[src/rtl/wm_pkg.sv]
// Shared types and defaults for the washing-machine scheduler slice.
// Holds the scheduler state encoding and the default sizing constants.
package wm_pkg;

    localparam int N_USERS_DEF = 4;
    localparam int TIMEOUT_DEF = 200;

    typedef enum logic [2:0] {
        ST_IDLE,
        ST_GRANT,
        ST_START,
        ST_RUN,
        ST_PAUSED,
        ST_FINISH,
        ST_FAULT
    } wm_state_e;

endpackage

[src/rtl/wm_scheduler_if.sv]
// Bundle of user-panel and washing-machine signals around the scheduler.
// master = the scheduler itself, slave = the panel/machine side driving it.
interface wm_scheduler_if #(
    parameter int N_USERS = wm_pkg::N_USERS_DEF
);
    localparam int OW = (N_USERS > 1) ? $clog2(N_USERS) : 1;

    logic [N_USERS-1:0] req;
    logic [N_USERS-1:0] user_pause;
    logic               door_open;
    logic               clear_fault;
    logic               wm_done;
    logic               wm_start;
    logic               wm_pause;
    logic               wm_res;
    logic               busy;
    logic [OW-1:0]      owner;
    logic [N_USERS-1:0] pending;
    logic [N_USERS-1:0] job_done;
    logic [N_USERS-1:0] job_fail;
    logic               fault;

    modport master (
        input  req, user_pause, door_open, clear_fault, wm_done,
        output wm_start, wm_pause, wm_res, busy, owner, pending,
               job_done, job_fail, fault
    );

    modport slave (
        output req, user_pause, door_open, clear_fault, wm_done,
        input  wm_start, wm_pause, wm_res, busy, owner, pending,
               job_done, job_fail, fault
    );

endinterface

[src/rtl/wm_rr_arbiter.sv]
// Combinational round-robin pick: first pending user after last_owner,
// wrapping from N_USERS-1 back to 0; last_owner itself is tried last.
module wm_rr_arbiter #(
    parameter int N_USERS = 4,
    parameter int OW      = (N_USERS > 1) ? $clog2(N_USERS) : 1
) (
    input  logic [N_USERS-1:0] pending,
    input  logic [OW-1:0]      last_owner,
    output logic [OW-1:0]      grant_idx,
    output logic               grant_valid
);

    logic [OW-1:0] cand [N_USERS];

    genvar gi;
    generate
        for (gi = 0; gi < N_USERS; gi++) begin : g_cand
            logic [OW:0] sum;
            assign sum       = {1'b0, last_owner} + (OW+1)'(gi + 1);
            assign cand[gi]  = (sum >= (OW+1)'(N_USERS)) ? OW'(sum - (OW+1)'(N_USERS))
                                                          : OW'(sum);
        end
    endgenerate

    // Walk from the farthest candidate inward so the nearest one wins.
    always_comb begin
        grant_idx   = '0;
        grant_valid = 1'b0;
        for (int k = N_USERS - 1; k >= 0; k--) begin
            if (pending[cand[k]]) begin
                grant_idx   = cand[k];
                grant_valid = 1'b1;
            end
        end
    end

endmodule

[src/rtl/wm_scheduler.sv]
// Shares one washing machine among N_USERS requesters: queues requests,
// grants round-robin, forwards pause, detects completion and hung cycles.
module wm_scheduler
    import wm_pkg::*;
#(
    parameter int N_USERS = N_USERS_DEF,
    parameter int TIMEOUT = TIMEOUT_DEF
) (
    input  logic           clk,
    input  logic           res,
    wm_scheduler_if.master bus
);

    localparam int OW = (N_USERS > 1) ? $clog2(N_USERS) : 1;
    localparam int WW = $clog2(TIMEOUT + 1);

    wm_state_e          state_q, state_d;
    logic [N_USERS-1:0] pending_q, pending_d;
    logic [OW-1:0]      owner_q, owner_d;
    logic [OW-1:0]      last_q, last_d;
    logic [WW-1:0]      wd_q, wd_d;
    logic               wm_start_q, wm_start_d;
    logic               wm_pause_q, wm_pause_d;
    logic               fault_q, fault_d;
    logic               busy_q, busy_d;
    logic [N_USERS-1:0] job_done_q, job_done_d;
    logic [N_USERS-1:0] job_fail_q, job_fail_d;

    logic [OW-1:0]      grant_idx;
    logic               grant_valid;
    logic [N_USERS-1:0] grant_oh, owner_oh, owner_d_oh;
    logic               pause_req;

    wm_rr_arbiter #(.N_USERS(N_USERS), .OW(OW)) u_arb (
        .pending     (pending_q),
        .last_owner  (last_q),
        .grant_idx   (grant_idx),
        .grant_valid (grant_valid)
    );

    genvar gi;
    generate
        for (gi = 0; gi < N_USERS; gi++) begin : g_onehot
            assign grant_oh[gi]   = (grant_idx == OW'(gi));
            assign owner_oh[gi]   = (owner_q   == OW'(gi));
            assign owner_d_oh[gi] = (owner_d   == OW'(gi));
        end
    endgenerate

    assign pause_req = bus.door_open | (|(bus.user_pause & owner_oh));

    always_comb begin
        state_d   = state_q;
        pending_d = pending_q | bus.req;
        owner_d   = owner_q;
        last_d    = last_q;
        wd_d      = wd_q;
        case (state_q)
            ST_IDLE:   if (|pending_q) state_d = ST_GRANT;
            ST_GRANT: begin
                if (grant_valid) begin
                    owner_d   = grant_idx;
                    last_d    = grant_idx;
                    // A fresh req from the winner in this cycle re-queues it.
                    pending_d = (pending_q & ~grant_oh) | bus.req;
                    state_d   = ST_START;
                end else begin
                    state_d   = ST_IDLE;
                end
            end
            ST_START: begin
                wd_d    = '0;
                state_d = ST_RUN;
            end
            ST_RUN: begin
                if (bus.wm_done)                  state_d = ST_FINISH;
                else if (pause_req)               state_d = ST_PAUSED;
                else if (wd_q == WW'(TIMEOUT - 1)) state_d = ST_FAULT;
                else                              wd_d    = wd_q + WW'(1);
            end
            ST_PAUSED: begin
                if (bus.wm_done)     state_d = ST_FINISH;
                else if (!pause_req) state_d = ST_RUN;
            end
            ST_FINISH: state_d = ST_IDLE;
            ST_FAULT:  if (bus.clear_fault) state_d = ST_IDLE;
            default:   state_d = ST_IDLE;
        endcase

        // Outputs are decoded from the next state so they register alongside it.
        wm_start_d = (state_d == ST_START);
        wm_pause_d = (state_d == ST_PAUSED);
        fault_d    = (state_d == ST_FAULT);
        busy_d     = (state_d != ST_IDLE);
        job_done_d = (state_d == ST_FINISH) ? owner_d_oh : '0;
        job_fail_d = (state_q == ST_RUN && state_d == ST_FAULT) ? owner_oh : '0;
    end

    always_ff @(posedge clk) begin
        if (res) begin
            state_q    <= ST_IDLE;
            pending_q  <= '0;
            owner_q    <= '0;
            last_q     <= OW'(N_USERS - 1);
            wd_q       <= '0;
            wm_start_q <= 1'b0;
            wm_pause_q <= 1'b0;
            fault_q    <= 1'b0;
            busy_q     <= 1'b0;
            job_done_q <= '0;
            job_fail_q <= '0;
        end else begin
            state_q    <= state_d;
            pending_q  <= pending_d;
            owner_q    <= owner_d;
            last_q     <= last_d;
            wd_q       <= wd_d;
            wm_start_q <= wm_start_d;
            wm_pause_q <= wm_pause_d;
            fault_q    <= fault_d;
            busy_q     <= busy_d;
            job_done_q <= job_done_d;
            job_fail_q <= job_fail_d;
        end
    end

    assign bus.wm_start = wm_start_q;
    assign bus.wm_pause = wm_pause_q;
    assign bus.wm_res   = fault_q;
    assign bus.fault    = fault_q;
    assign bus.busy     = busy_q;
    assign bus.owner    = owner_q;
    assign bus.pending  = pending_q;
    assign bus.job_done = job_done_q;
    assign bus.job_fail = job_fail_q;

endmodule

[src/flat_wrapper.sv]
// flat-port wrapper written by rule: the top's interface ports become plain ports
module wm_scheduler_flat import wm_pkg::*;
#(
    parameter int N_USERS = N_USERS_DEF,
    parameter int TIMEOUT = TIMEOUT_DEF
)
  (clk, res, bus_req, bus_user_pause, bus_door_open, bus_clear_fault, bus_wm_done, bus_wm_start, bus_wm_pause, bus_wm_res, bus_busy, bus_owner, bus_pending, bus_job_done, bus_job_fail, bus_fault);
  wm_scheduler_if #(.N_USERS(N_USERS)) bus_i ();
  input  logic clk;
  input  logic res;
  input wire logic [$bits(bus_i.req)-1:0] bus_req;
  input wire logic [$bits(bus_i.user_pause)-1:0] bus_user_pause;
  input wire logic [$bits(bus_i.door_open)-1:0] bus_door_open;
  input wire logic [$bits(bus_i.clear_fault)-1:0] bus_clear_fault;
  input wire logic [$bits(bus_i.wm_done)-1:0] bus_wm_done;
  output wire logic [$bits(bus_i.wm_start)-1:0] bus_wm_start;
  output wire logic [$bits(bus_i.wm_pause)-1:0] bus_wm_pause;
  output wire logic [$bits(bus_i.wm_res)-1:0] bus_wm_res;
  output wire logic [$bits(bus_i.busy)-1:0] bus_busy;
  output wire logic [$bits(bus_i.owner)-1:0] bus_owner;
  output wire logic [$bits(bus_i.pending)-1:0] bus_pending;
  output wire logic [$bits(bus_i.job_done)-1:0] bus_job_done;
  output wire logic [$bits(bus_i.job_fail)-1:0] bus_job_fail;
  output wire logic [$bits(bus_i.fault)-1:0] bus_fault;
  assign bus_i.req = bus_req;
  assign bus_i.user_pause = bus_user_pause;
  assign bus_i.door_open = bus_door_open;
  assign bus_i.clear_fault = bus_clear_fault;
  assign bus_i.wm_done = bus_wm_done;
  assign bus_wm_start = bus_i.wm_start;
  assign bus_wm_pause = bus_i.wm_pause;
  assign bus_wm_res = bus_i.wm_res;
  assign bus_busy = bus_i.busy;
  assign bus_owner = bus_i.owner;
  assign bus_pending = bus_i.pending;
  assign bus_job_done = bus_i.job_done;
  assign bus_job_fail = bus_i.job_fail;
  assign bus_fault = bus_i.fault;
  wm_scheduler #(.N_USERS(N_USERS), .TIMEOUT(TIMEOUT)) u_core (.clk(clk), .res(res), .bus(bus_i));
endmodule
[config.mk]
export PLATFORM = sky130hd
export DESIGN_NAME = wm_scheduler_flat
export DESIGN_NICKNAME = d
export VERILOG_FILES = /design/src/rtl/wm_pkg.sv /design/src/rtl/wm_scheduler_if.sv /design/src/rtl/wm_rr_arbiter.sv /design/src/rtl/wm_scheduler.sv /design/src/flat_wrapper.sv
export SDC_FILE = /design/constraint.sdc
export NUM_CORES = 1
export LEC_CHECK = 0
export ABC_CLOCK_PERIOD_IN_PS = 2500
export CAP_MARGIN = 5
export CORE_MARGIN = 8
export CORE_UTILIZATION = 36
export DETAILED_ROUTE_END_ITERATION = 8
export SYNTH_ARGS = -nofsm -noshare
export SYNTH_HDL_FRONTEND = slang
export SYNTH_SLANG_ARGS = --single-unit
[constraint.sdc]
create_clock -name clk -period 2.5 [get_ports clk]
set_input_delay 0.5 -clock clk [delete_from_list [all_inputs] [get_ports clk]]
set_output_delay 0.5 -clock clk [all_outputs]
set_load 0.1 [all_outputs]
==> summary.txt <==
Status
  – Outcome: completed

Placement
  – Hpwl dp: between 2000 and 3000 µm
  – DP Cell Count: approximately 240
  – Final Wtd Congestion: between 0.8 and 0.9
  – Port Buffers: 31

Clock network
  – Cells resized by post-CTS repair: 0
  – Worst-path clk slew: 0.06 ns
  – Num CTS Buffers: 5
  – Clock sinks: 31
  – Worst-Skew Late Latency: approximately 0.28 ns
  – Setup bufs post-CTS: 0
  – CTS root buf: clkbuf_8
  – Post-CTS Hold Fix Bufs: 0
  – CTS H-Tree Depth: 2
  – Max Root-Sink Buffers: 2
  – CTS tree: yes

Global routing
  – Vias in the first global route: around 1300
  – GRT Overall Usage: 0.119
  – Antenna violations before repair: 0
  – First-pass GRT wire length: between 5000 and 6000 µm
  – Grt total ovfl: 0
  – Largest net degree at the start of global routing: 16

Pwr
  – Power Density: ~720 mW/mm²
  – Power Total: about 0.0014 W
  – Static Leak: roughly 0.75 nW
  – Max IR drop VDD: ~0.32 mV

Final layout
  – Reg area: 623 µm²
  – Final Non-Filler Cells: about 250
  – Antenna Cells: 0
  – Layout cells sized above 1: 0.234
  – Utilization after layout: 0.484
  – # nets final: roughly 210
  – Multi-input gate area: ~820 µm²
  – FILL cells: ~370
  – Area growth, synth to finish: 28.8%

Routing
  – Routed wl met2: ~1800 µm
  – Post-route DRC: 0
  – Vias post-DR: 1323
  – Routed wl met3: 192 µm
  – Initial DRC count: 66
  – Final wirelength: 3660 µm
  – Drt wl/cell: around 15 µm
  – ANT nets after route: 0
  – Via/cell ratio: ~5.3
  – Top Layer Used: met4
  – Drt first pass iters: 4
  – Metal1 wirelength: 1610 µm

Synthesis
  – Cells after Synth: roughly 170
  – Synth top area share: 0.413
  – Async set-or-reset flop fraction in the synthesized netlist: 0
  – Post-Syn Area: 0.00150 mm²
  – Yosys reg bits: 31
  – Main flop type after synthesis: dfxtp_1
  – Syn Nets: 179
  – Yosys Warn Count: 0
  – Most common cell in the synthesized netlist: dfxtp_1
  – Yosys top cell by area: dfxtp_1
  – EDFF count, synth: 0
  – Top area cells in the synthesized netlist: dfxtp_1, nor2_1, a21oi_1
  – Cell variety after synth: 57
  – Sequential share of the synthesized area: 0.413
  – Mapped Avg Cell Area: 9.10 µm²
  – Synth cell count leaders: dfxtp_1, nor2_1, nand2_1

STA
  – Max Freq: 455 MHz
  – Fin crit period: 2.20 ns
  – RSZ-0062 raised after global routing: false
  – Final Slew Violations: 0
  – Slew headroom: 0.646
  – Final setup violation count: 0
  – Clk_skew: 0.0108 ns
  – Endpoints failing hold: 0
  – Setup_tns: 0 ns
  – Fin Hold WS: roughly 0.49 ns
  – Worst-Margin Slew: 0.523 ns
  – Fin crit share: 0.879

Setup path
  – CP Max Fanout: 8
  – R2R Setup Slk: ~0.44 ns
  – Slowest-stage cell, CP: or4_1
  – Worst setup EP type: flop
  – Bufs and invs on worst path: 1
  – Worst Setup Path Type: input port to flop
  – Crit-path leading delay family: simple AND/OR/NAND/NOR gates
  – Crit path required time: approximately 2.7 ns
  – Worst endpoint data arrival time: approximately 2.4 ns
  – Startpoint Class: input port
  – CP cell instances: clkdlybuf4s50_1 -> or3b_4 -> o22ai_4 -> a21boi_2 -> or4_1 -> a21oi_1
  – CP max stage delay: approximately 0.48 ns

Die
  – Die Area: between 0.006 and 0.007 mm²
  – Overall die height: between 80 and 90 µm
  – Initial core utilization: 0.375
  – Total core area: roughly 0.004 mm²
  – Row count: 23
  – Boundary pin count: 32
  – Die X: approximately 81 µm

Min path
  – Worst Hold Class: flop to flop

Run
  – Max-cap viol count: 0
## worst register-to-register path: stages (launching register included)
cell      delay [ns]
dfxtp_1         0.64
or4b_2          0.70
nor2_1          0.30
a21boi_0        0.15
o21a_1          0.19
## placed cells by master, fill, tap and decap left out, types with 4 or more instances in the layout
cell type        Yosys  layout
a211oi_1             4       4
a21oi_1             11      11
buf_4                1      22
clkbuf_8             0       6
clkdlybuf4s50_1      0      12
dfxtp_1             31      29
inv_1                7       7
nand2_1             12      12
nand2b_1             4       4
nor2_1              22      22
o21ai_0              8       8
## per-stage QoR
| step | worst slack (ns) | area (µm²) |
|---|---|---|
| final | 0.303 | 1930 |
| after global routing | 0.179 | 1930 |
| after CTS | 0.324 | 1930 |
| after detailed placement | 0.0545 | 1820 |
| after global placement | 0.103 | 1820 |
| after floorplan | 0.0657 | 1500 |
## worst paths after layout
kind,depth (start not counted),startpoint,endpoint
setup / recovery,6,bus_door_open,u_core.wd_q[0]$_SDFFE_PP0P_
hold / removal,2,u_core.wd_q[6]$_SDFFE_PP0P_,u_core.wd_q[6]$_SDFFE_PP0P_
setup reg to reg,4,u_core.state_q[0]$_SDFF_PP0_,u_core.bus.pending[2]$_SDFF_PP0_
hold reg to reg,2,u_core.wd_q[6]$_SDFFE_PP0P_,u_core.wd_q[6]$_SDFFE_PP0P_
## kinds of logic (layout without fill, tap and decap cells)
kind of cell,count (synthesis),after routing,synth area share
multiplexers,5,5,0.0458
AO/OA/AOI/OAI,43,43,0.214
buffers and inverters,13,49,0.0408
flip-flops,31,31,0.413
adder cells (fa/ha/maj),1,1,0.00833
XOR/XNOR,3,3,0.0175
AND/OR/NAND/NOR,69,69,0.260
## final cells by class
type	count	area share
Multi-Input combinational cell	121	0.424
Sequential cell	31	0.322
Timing Repair Buffer	34	0.147
Clock buffer	6	0.0427
Tap cell	50	0.0323
Clock inverter	2	0.0181
Inverter	7	0.0136
## sequential cells by signal, summed over array words and instances, names as in the netlist
signal	cells
u_core.wd_q	8
u_core.bus.busy	1
u_core.bus.wm_pause	1
u_core.bus.wm_start	1
u_core.bus.fault	1
u_core.last_q	2
u_core.bus.pending	4
u_core.state_q	3
u_core.bus.job_done	4
u_core.bus.job_fail	4
u_core.bus.owner	2
## layer usage
layer,global-route usage,vias to the layer above
li1,-,669
met1,0.128,624
met2,0.204,26
met3,0.0446,4
met4,0.0491,0
met5,0,-
## power breakdown
part           internal [W]  leakage [nW]  total, W  switching [W]
Clock              0.000322        0.0612  0.000510       0.000188
Combinational      0.000109         0.433  0.000319       0.000211
Sequential         0.000520         0.253  0.000565      0.0000447
Total              0.000951         0.748   0.00139       0.000443
No activity file was read; power rests on OpenSTA's default activity.
==> edit: new RTL, config.mk and constraints unchanged <==
Encoding of `wm_state_e`: now Gray code (3 bits for 7 states).
--- a/src/rtl/wm_pkg.sv
+++ b/src/rtl/wm_pkg.sv
@@ -6,13 +6,13 @@
     localparam int TIMEOUT_DEF = 200;
 
     typedef enum logic [2:0] {
-        ST_IDLE,
-        ST_GRANT,
-        ST_START,
-        ST_RUN,
-        ST_PAUSED,
-        ST_FINISH,
-        ST_FAULT
+        ST_IDLE   = 3'b000,
+        ST_GRANT  = 3'b001,
+        ST_START  = 3'b011,
+        ST_RUN    = 3'b010,
+        ST_PAUSED = 3'b110,
+        ST_FINISH = 3'b111,
+        ST_FAULT  = 3'b101
     } wm_state_e;
 
 endpackage
Function: no difference found for any inputs over 10 cycles, from zero or initial values; not proved beyond that.
==> edit against the unedited design <==
Sequential cell count stayed put. Setup slack got worse by 50 ps. Final area decreased by 5.1%. Wire length is 7.1% lower. Clock skew is 8.1 ps lower. Utilization up 1.0 points. Register-to-register slack worse by 180 ps. Die area shrank 5.4%. Global-route usage decreased by 0.21 points. Synthesized area decreased by 6.7%. Power up 14%. Critical endpoint is now u_core.wd_q[7]$_SDFFE_PP0P_. Largest cell class unchanged.
==> edit: results (changes against the unedited design) <==
metric	value	unit	change
cts_setup_buffers	0		unchanged
cts_buffers	5		unchanged
drt_iter0_drc	52		-21%
yosysSeqAreaShare	44.3	%	+3.0 points
io_buffers	31		unchanged
synth.distinct_cells	46		-19%
first_global_vias	1339		+3.2%
regMostFlops	u_core.wd_q		
arrival	2460	ps	+60 ps
drtPass1Iterations	4		unchanged
grt_pass1_wl	5870	µm	-2.0%
ys_warn_count	0		unchanged
path_clk_slew	70	ps	
final_nets	209		-2.3%
h-tree-depth	2		unchanged
drive_gt1_share	19.4	%	-4.0 points
internal_power	0.00101	W	+6.2%
cts_resized	0		unchanged
cts.path.max_buffers	2		unchanged
finClkSkew	2.64	ps	-8.14 ps
worst_slew_pin_slew	586	ps	+63.1 ps
dp_hpwl	2610	µm	-7.8%
outcome	completed		
synthArstFlopShare	0	%	unchanged
grt_usage	11.7	%	-0.21 points
ys_top_cells_by_count	dfxtp_1, nor2_1, a21oi_1, nand2_1, nor3_1		
grt_max_degree	12		-4
total_leakage_power	0.704	nW	-5.8%
num_antenna_cells	0		unchanged
syn_inst	159		-3.6%
wl_per_cell	13.9	µm	-4.4%
clock_latency	280	ps	about the same
antenna_found_initial	0		unchanged
cts_root_buf	clkbuf_8		
syn_nets	173		-3.4%
synthTopCellsByArea	dfxtp_1, nor2_1, a21oi_1, or3_1, nand2_1		
largest_reg_flops	8		unchanged
placed_cells	236		-2.9%
hold_buffers	0		unchanged
critPathMaxFanout	6		-2
hp-class	reg -> reg		
vdd_drop_max	0.365	mV	+15%
gp_congestion	0.910		+10%
vias_per_cell	5.42		+2.8%
wl	3400	µm	-7.1%
fillers	357		-4.3%
-- edit: changes by cell type after synthesis, sizes merged, moves of 4 or more --
cell / change
nor2: -8
nor3: +6
nor4: +4
o21ai: -4
or3: +4
-- edit: metrics by stage --
step                      setup TNS [ps]  util, %  power, W  setup WS (ps)  area [µm²]
after floorplan                        0        -  0.000971           1.18        1400
final                                  0     49.4   0.00159            254        1840
after global routing                   0     49.4   0.00167           55.3        1840
after global placement                 0     46.2   0.00108           24.4        1720
after detailed placement           -71.9     46.2   0.00109          -47.1        1720
after CTS                              0     49.4   0.00161            247        1840
-- edit: layout make-up --
class / instances / area (µm²) / area share [%]
multi-input combinational: 118 / 731 / 39.8
sequential: 31 / 623 / 33.9
timing repair buffer: 34 / 285 / 15.5
clock buffer: 6 / 82.6 / 4.50
tap: 48 / 60.1 / 3.27
clock inverter: 2 / 35.0 / 1.91
inverter: 5 / 18.8 / 1.02
-- edit: cells by family after synthesis --
| logic type | share of synthesized area (%) |
|---|---|
| multiplexers | 4.02 |
| adder cells (fa/ha/maj) | 0.893 |
| AO/OA/AOI/OAI | 16.3 |
| buffers and inverters | 3.57 |
| flip-flops | 44.3 |
| AND/OR/NAND/NOR | 30.9 |
-- edit: final timing paths --
check | from | to | slack (ps) | cells past startpoint
max | bus_door_open | u_core.wd_q[7]$_SDFFE_PP0P_ | 250 | 6
min | u_core.wd_q[7]$_SDFFE_PP0P_ | u_core.wd_q[7]$_SDFFE_PP0P_ | 500 | 2
min reg2reg | u_core.wd_q[7]$_SDFFE_PP0P_ | u_core.wd_q[7]$_SDFFE_PP0P_ | 500 | 2
max reg2reg | u_core.wd_q[0]$_SDFFE_PP0P_ | u_core.bus.job_fail[2]$_SDFF_PP0_ | 260 | 6
-- edit: power groups by stage --
stage | logic (W) | clock network [W] | registers [W]
final | 0.000485 | 0.000515 | 0.000590
after global routing | 0.000520 | 0.000554 | 0.000597
after CTS | 0.000487 | 0.000531 | 0.000590
after detailed placement | 0.000485 | 0 | 0.000601
after global placement | 0.000481 | 0 | 0.000598
after floorplan | 0.000228 | 0 | 0.000744
-- edit: worst max-delay path, stage by stage --
cell	delay [ps]
clkdlybuf4s50_1	420
or2_2	300
o22a_1	230
o31a_1	370
or4_1	490
a21oi_1	150
-- edit: per-layer routing --
layer  track usage [%]  wire, µm  vias up
met2              21.3      1710       37
li1                  -         -      657
met5                 0         0        -
met4              6.11        72        0
met3              4.10       232        6
met1              11.3      1390      622
